`src/rtl/chrono_pkg.sv`:
```
// Shared types and constants for the chrono_timer stopwatch/countdown block.
package chrono_pkg;

   typedef enum logic [1:0] {IDLE, RUN, PAUSE, DONE} state_t;

   typedef logic [3:0] bcd_t;

   typedef struct packed {
      bcd_t min_tens;
      bcd_t min_units;
      bcd_t sec_tens;
      bcd_t sec_units;
   } time_t;

   // Active-low segments, bit 7 = dp (off), bits 6:0 = g..a
   localparam logic [7:0] SEG_0     = 8'hC0;
   localparam logic [7:0] SEG_1     = 8'hF9;
   localparam logic [7:0] SEG_2     = 8'hA4;
   localparam logic [7:0] SEG_3     = 8'hB0;
   localparam logic [7:0] SEG_4     = 8'h99;
   localparam logic [7:0] SEG_5     = 8'h92;
   localparam logic [7:0] SEG_6     = 8'h82;
   localparam logic [7:0] SEG_7     = 8'hF8;
   localparam logic [7:0] SEG_8     = 8'h80;
   localparam logic [7:0] SEG_9     = 8'h90;
   localparam logic [7:0] SEG_BLANK = 8'hFF;

   // Binary 0..99 to two BCD digits {tens, units}
   function automatic logic [7:0] bin_to_bcd(input logic [6:0] v);
      return {4'(v / 7'd10), 4'(v % 7'd10)};
   endfunction

endpackage

```
`src/rtl/chrono_timer_seg7_decoder.sv`:
```
// Single BCD digit to active-low seven-segment pattern; non-BCD codes blank.
module seg7_decoder
   import chrono_pkg::*;
(
   input  bcd_t       digit,
   output logic [7:0] seg
);

   always_comb begin
      seg = SEG_BLANK;
      case (digit)
         4'd0:    seg = SEG_0;
         4'd1:    seg = SEG_1;
         4'd2:    seg = SEG_2;
         4'd3:    seg = SEG_3;
         4'd4:    seg = SEG_4;
         4'd5:    seg = SEG_5;
         4'd6:    seg = SEG_6;
         4'd7:    seg = SEG_7;
         4'd8:    seg = SEG_8;
         4'd9:    seg = SEG_9;
         default: seg = SEG_BLANK;
      endcase
   end

endmodule

```
`src/rtl/chrono_timer.sv`:
```
// MM:SS stopwatch / countdown timer with lap freeze, preset load and
// four seven-segment digit outputs.
module chrono_timer
   import chrono_pkg::*;
#(
   parameter int unsigned TICK_DIV = 100_000_000,
   parameter int unsigned MAX_MIN  = 59
) (
   input  logic        clk,
   input  logic        rst,
   input  logic        start,
   input  logic        pause,
   input  logic        lap,
   input  logic        clear,
   input  logic        load,
   input  logic        down,
   input  logic [6:0]  preset_min,
   input  logic [5:0]  preset_sec,
   output logic [15:0] bcd_disp,
   output logic [7:0]  seg_min_tens,
   output logic [7:0]  seg_min_units,
   output logic [7:0]  seg_sec_tens,
   output logic [7:0]  seg_sec_units,
   output logic        running,
   output logic        lap_active,
   output logic        done
);

   localparam int unsigned PW          = (TICK_DIV > 1) ? $clog2(TICK_DIV) : 1;
   localparam logic [PW-1:0] PRESC_LAST = PW'(TICK_DIV - 1);
   localparam logic [6:0] MAX_MIN_BIN  = 7'(MAX_MIN);
   localparam logic [7:0] MAX_MIN_BCD  = bin_to_bcd(MAX_MIN_BIN);
   localparam time_t      TIME_ONE     = 16'h0001;

   state_t          state;
   logic [PW-1:0]   presc;
   time_t           cur;
   time_t           lap_time;
   time_t           up_next;
   time_t           dn_next;
   time_t           load_time;
   logic            down_mode;
   logic [5:0]      sec_clamp;
   logic [6:0]      min_clamp;

   // Preset clamping and binary-to-BCD conversion
   always_comb begin
      sec_clamp = (preset_sec > 6'd59) ? 6'd59 : preset_sec;
      min_clamp = (preset_min > MAX_MIN_BIN) ? MAX_MIN_BIN : preset_min;
      load_time = {bin_to_bcd(min_clamp), bin_to_bcd({1'b0, sec_clamp})};
   end

   // Next value on an up-count tick, wrapping MAX_MIN:59 to 00:00
   always_comb begin
      up_next = cur;
      if (cur.sec_units != 4'd9) begin
         up_next.sec_units = cur.sec_units + 4'd1;
      end else begin
         up_next.sec_units = 4'd0;
         if (cur.sec_tens != 4'd5) begin
            up_next.sec_tens = cur.sec_tens + 4'd1;
         end else begin
            up_next.sec_tens = 4'd0;
            if ({cur.min_tens, cur.min_units} == MAX_MIN_BCD) begin
               up_next.min_tens  = 4'd0;
               up_next.min_units = 4'd0;
            end else if (cur.min_units == 4'd9) begin
               up_next.min_units = 4'd0;
               up_next.min_tens  = cur.min_tens + 4'd1;
            end else begin
               up_next.min_units = cur.min_units + 4'd1;
            end
         end
      end
   end

   // Next value on a down-count tick; never evaluated at 00:00 while running
   always_comb begin
      dn_next = cur;
      if (cur.sec_units != 4'd0) begin
         dn_next.sec_units = cur.sec_units - 4'd1;
      end else begin
         dn_next.sec_units = 4'd9;
         if (cur.sec_tens != 4'd0) begin
            dn_next.sec_tens = cur.sec_tens - 4'd1;
         end else begin
            dn_next.sec_tens = 4'd5;
            if (cur.min_units != 4'd0) begin
               dn_next.min_units = cur.min_units - 4'd1;
            end else begin
               dn_next.min_units = 4'd9;
               dn_next.min_tens  = cur.min_tens - 4'd1;
            end
         end
      end
   end

   // Control FSM, prescaler, time and lap registers
   always_ff @(posedge clk or posedge rst) begin
      if (rst) begin
         state      <= IDLE;
         presc      <= '0;
         cur        <= '0;
         lap_time   <= '0;
         lap_active <= 1'b0;
         running    <= 1'b0;
         done       <= 1'b0;
         down_mode  <= 1'b0;
      end else begin
         done <= 1'b0;
         if (clear) begin
            state      <= IDLE;
            presc      <= '0;
            cur        <= '0;
            lap_time   <= '0;
            lap_active <= 1'b0;
            running    <= 1'b0;
         end else begin
            case (state)
               IDLE: begin
                  if (load) begin
                     cur <= load_time;
                  end else if (start && !(down && cur == time_t'(16'h0000))) begin
                     state     <= RUN;
                     running   <= 1'b1;
                     down_mode <= down;
                     presc     <= '0;
                  end
               end
               RUN: begin
                  if (!load && !start) begin
                     if (pause) begin
                        state   <= PAUSE;
                        running <= 1'b0;
                     end else if (lap) begin
                        lap_active <= !lap_active;
                        lap_time   <= cur;
                     end
                  end
                  // Expiry is assigned last so it overrides a same-cycle pause
                  if (presc == PRESC_LAST) begin
                     presc <= '0;
                     cur   <= down_mode ? dn_next : up_next;
                     if (down_mode && cur == TIME_ONE) begin
                        state      <= DONE;
                        running    <= 1'b0;
                        done       <= 1'b1;
                        lap_active <= 1'b0;
                     end
                  end else begin
                     presc <= presc + PW'(1);
                  end
               end
               PAUSE: begin
                  if (!load) begin
                     if (start) begin
                        state   <= RUN;
                        running <= 1'b1;
                     end else if (!pause && lap) begin
                        lap_active <= 1'b0;
                     end
                  end
               end
               default: ;
            endcase
         end
      end
   end

   assign bcd_disp = lap_active ? lap_time : cur;

   seg7_decoder u_seg_min_tens  (.digit(bcd_disp[15:12]), .seg(seg_min_tens));
   seg7_decoder u_seg_min_units (.digit(bcd_disp[11:8]),  .seg(seg_min_units));
   seg7_decoder u_seg_sec_tens  (.digit(bcd_disp[7:4]),   .seg(seg_sec_tens));
   seg7_decoder u_seg_sec_units (.digit(bcd_disp[3:0]),   .seg(seg_sec_units));

endmodule

```
`config.mk`:
```
export PLATFORM = sky130hd
export DESIGN_NAME = chrono_timer
export DESIGN_NICKNAME = d
export VERILOG_FILES = /design/src/rtl/chrono_pkg.sv /design/src/rtl/chrono_timer_seg7_decoder.sv /design/src/rtl/chrono_timer.sv
export SDC_FILE = /design/constraint.sdc
export NUM_CORES = 1
export LEC_CHECK = 0
export CAP_MARGIN = 40
export CORE_MARGIN = 3
export CORE_UTILIZATION = 50
export DETAILED_ROUTE_END_ITERATION = 10
export HOLD_SLACK_MARGIN = 0.12
export PLACE_DENSITY = 0.7
export SYNTH_ARGS = -nofsm -noshare
export SYNTH_HDL_FRONTEND = slang
export SYNTH_HIERARCHICAL = 1
export SYNTH_SLANG_ARGS = --single-unit
```
`constraint.sdc`:
```
create_clock -name clk -period 3.4 [get_ports clk]
set_input_delay 0.51 -clock clk [delete_from_list [all_inputs] [get_ports clk]]
set_output_delay 0.51 -clock clk [all_outputs]
set_load 0.01 [all_outputs]
```
==> run summary <==
Post-CTS Resized: 0
Drt initial violations: 550
Top cell type by total area after synthesis: dfrtp_1
Worst reg-to-reg setup slack: 0.53 ns
Min Tclk post-route: 3.11 ns
Worst-Skew Late Latency: 0.33 ns
Peak Freq: 0.322 GHz
Worst slew pin tran: 0.833 ns
Remaining antenna violation count: 0
Via density: 5.91
Slowest cell delay on critical path: 0.63 ns
Worst path bufs/invs: 2
Core Region: 0.0111 mm2
CP max FO: 25
Max_slew headroom: 44.5%
Final worst setup slack: 0.293 ns
Dpl hpwl: 10800 um
# rows: 38
Worst setup SP type: flop
Io pins: 72
Global-route wire length before repair: 25000 um
Largest net degree at the start of global routing: 66
Fin. max-slew vios: 0
Mapped Avg Cell Area: 7.75 um2
Hold bufs inserted after CTS: 0
Ys flop type: dfrtp_1
WS Path Type: reg -> out
Syn Inst Count: 749
Dpl ws: -0.170 ns
Worst Skew: 0.00916 ns
Postcts setup bufs: 0
CP Capture Type: output pin
Share of flip-flops with an asynchronous set or reset: 100%
Routed WL: 14600 um
Layout area overhead: 20.8%
Drt wl/cell: 15.2 um
Outcome: completed
Number of clock sinks: 65
Die Outline Area: 0.0129 mm2
Worst EP arrival: 2.60 ns
Max_cap viols: 0
Period utilisation layout: 91.4%
Number of synthesized flops with an enable pin: 0
Die height: 114 um
Pre-Repair DR Iteration Count: 6
H-tree levels: 3
Most frequent cells in the layout: o21ai_0, nor2_1, nand2_1
YS warnings: 6
Mapped cell area: 0.00581 mm2
Share of cells above drive strength 1: 10.0%
Vias post-DR: 5670
Reg-to-Reg Start: cur[4]
Share of the synthesized area in the top cell type: 28.0%
DRC viols: 0
Hold Startpoint: presc[6]
Die width: 114 um
Lkg Pwr: 2.90 nW
Required @ worst endpoint: 2.89 ns
Vias in the first global route: 5311
Number of port buffers: 67
Max Buffers Root-to-Sink: 2
Initial antenna violation count: 0
Reg2reg path depth: 11
Sum Neg Setup Slack: 0 ns
Diode count: 0
Cell family with the largest share of critical-path delay: buffers and inverters
RSZ-0062 raised after global routing: false
Crit-path slowest cell: dfrtp_2
Synth top area cells: dfrtp_1, ha_1, o21ai_0, nor2_1, nand2_1
Grt ovf: 0
Post-synthesis sequential area ratio: 28.0%
Commonest non-fill, non-tap cell in the layout: o21ai_0
Hold depth: 1
Worst VDD drop: 307 uV
HP Class: reg -> reg
#FFs+latches synth: 65
TritonCTS clock tree: built
Root buffer cell: clkbuf_16
Gr usage total: 23.0%
Cts bufs inserted: 9
Fin. Hold Viols: 0
WHS Endpoint: presc[6]
Post-synth net total: 808
Netlist cell types: 74
Critical path cell sequence: buf_4, mux2_2, or2b_1, a21oi_2, a31oi_1, clkdlybuf4s50_1
Initial Util: 52.4%
Clock transition at path regs: 0.06 ns
RR Endpoint: presc[25]
Pwr Density: 475 mW/mm2
GP Congestion: 0.926
Nets@finish: 874
Setup violators final: 0
[sequential cells by signal, summed over array words and instances, names as in the netlist]
name / cells
cur: 16
done: 1
down_mode: 1
lap_active: 1
lap_time: 16
presc: 27
running: 1
state: 2
[through the flow]
| stage | power, mW | util, % | std cells | cell area, um2 | hold WS [ns] |
|---|---|---|---|---|---|
| finish | 3.33 | 63.3 | 959 | 7010 | 0.485 |
| global placement | 2.29 | 60.2 | 942 | 6670 | 0.468 |
| detailed placement | 2.33 | 60.4 | 944 | 6690 | 0.479 |
| floorplan | 1.77 | - | 749 | 5810 | 0.446 |
| CTS | 3.34 | 63.2 | 959 | 7010 | 0.489 |
| global route | 3.55 | 63.3 | 959 | 7010 | 0.513 |
[worst max path at each step]
stage,to,slack [ns],cells after the start,start
2_1_floorplan,cur[9],0.33,13,preset_min[3]
3_3_place_gp,cur[9],-0.02,13,preset_min[6]
3_5_place_dp,cur[9],-0.17,13,preset_min[6]
4_1_cts,seg_min_units[4],-0.05,7,lap_active
5_1_grt,seg_min_tens[4],0.04,7,lap_active
6_report,seg_sec_tens[3],0.29,6,lap_active
[layer usage]
layer / track usage [%] / vias up / wire length, um
met5: 0 / - / 0
met1: 33.3 / 2692 / 7110
li1: - / 2805 / -
met2: 36.3 / 159 / 6580
met4: 6.33 / 0 / 121
met3: 3.02 / 14 / 780
[cells in the mapped netlist, types with 9 or more instances]
cell type,n
a211oi_1,9
a21oi_1,44
a22o_1,17
a31oi_1,12
and3_1,11
clkbuf_1,30
dfrtp_1,65
ha_1,38
inv_1,35
nand2_1,68
nand2b_1,31
nand3_1,27
nand3b_1,10
nor2_1,75
nor2b_1,12
nor3_1,17
nor4_1,11
o21ai_0,81
o31ai_1,9
xnor2_1,13
[power breakdown]
part | internal, mW | switching, mW | total (mW)
Clock | 0.656 | 0.339 | 0.995
Combinational | 0.679 | 0.760 | 1.44
Sequential | 0.818 | 0.0762 | 0.894
Total | 2.15 | 1.18 | 3.33
[final cells by class]
class                      instances  area [um2]
clock buffer                      10         239
inverter                          35         131
sequential                        65        1630
clock inverter                     5        80.1
tap                              140         175
multi-input combinational        604        3830
fill                            1007        4070
timing repair buffer             100         928
[logic make-up (layout without fill, tap and decap cells)]
group                      after synthesis  in the layout  synth area share, %
DFF                                     65             65                 28.0
xor gates and xnor gates                16             16                 2.41
muxes                                   14             14                 2.56
and+or+nand+nor                        305            305                 27.2
AOI/OAI and AO/OA                      227            227                 25.2
adders and majority gates               38             38                 8.19
buffers and inverters                   80            150                 6.10
other                                    4              4                0.259
[worst register-to-register path, cell delays in order, from the launching register on]
cell,delay (ns)
dfrtp_1,0.45
inv_1,0.19
ha_1,0.28
or3b_2,0.51
nor4_1,0.24
buf_4,0.18
and3_1,0.21
o31a_1,0.19
buf_12,0.18
nor4_1,0.09
xnor2_1,0.15
nor2_1,0.06
No activity file was read; power rests on OpenSTA's default activity.
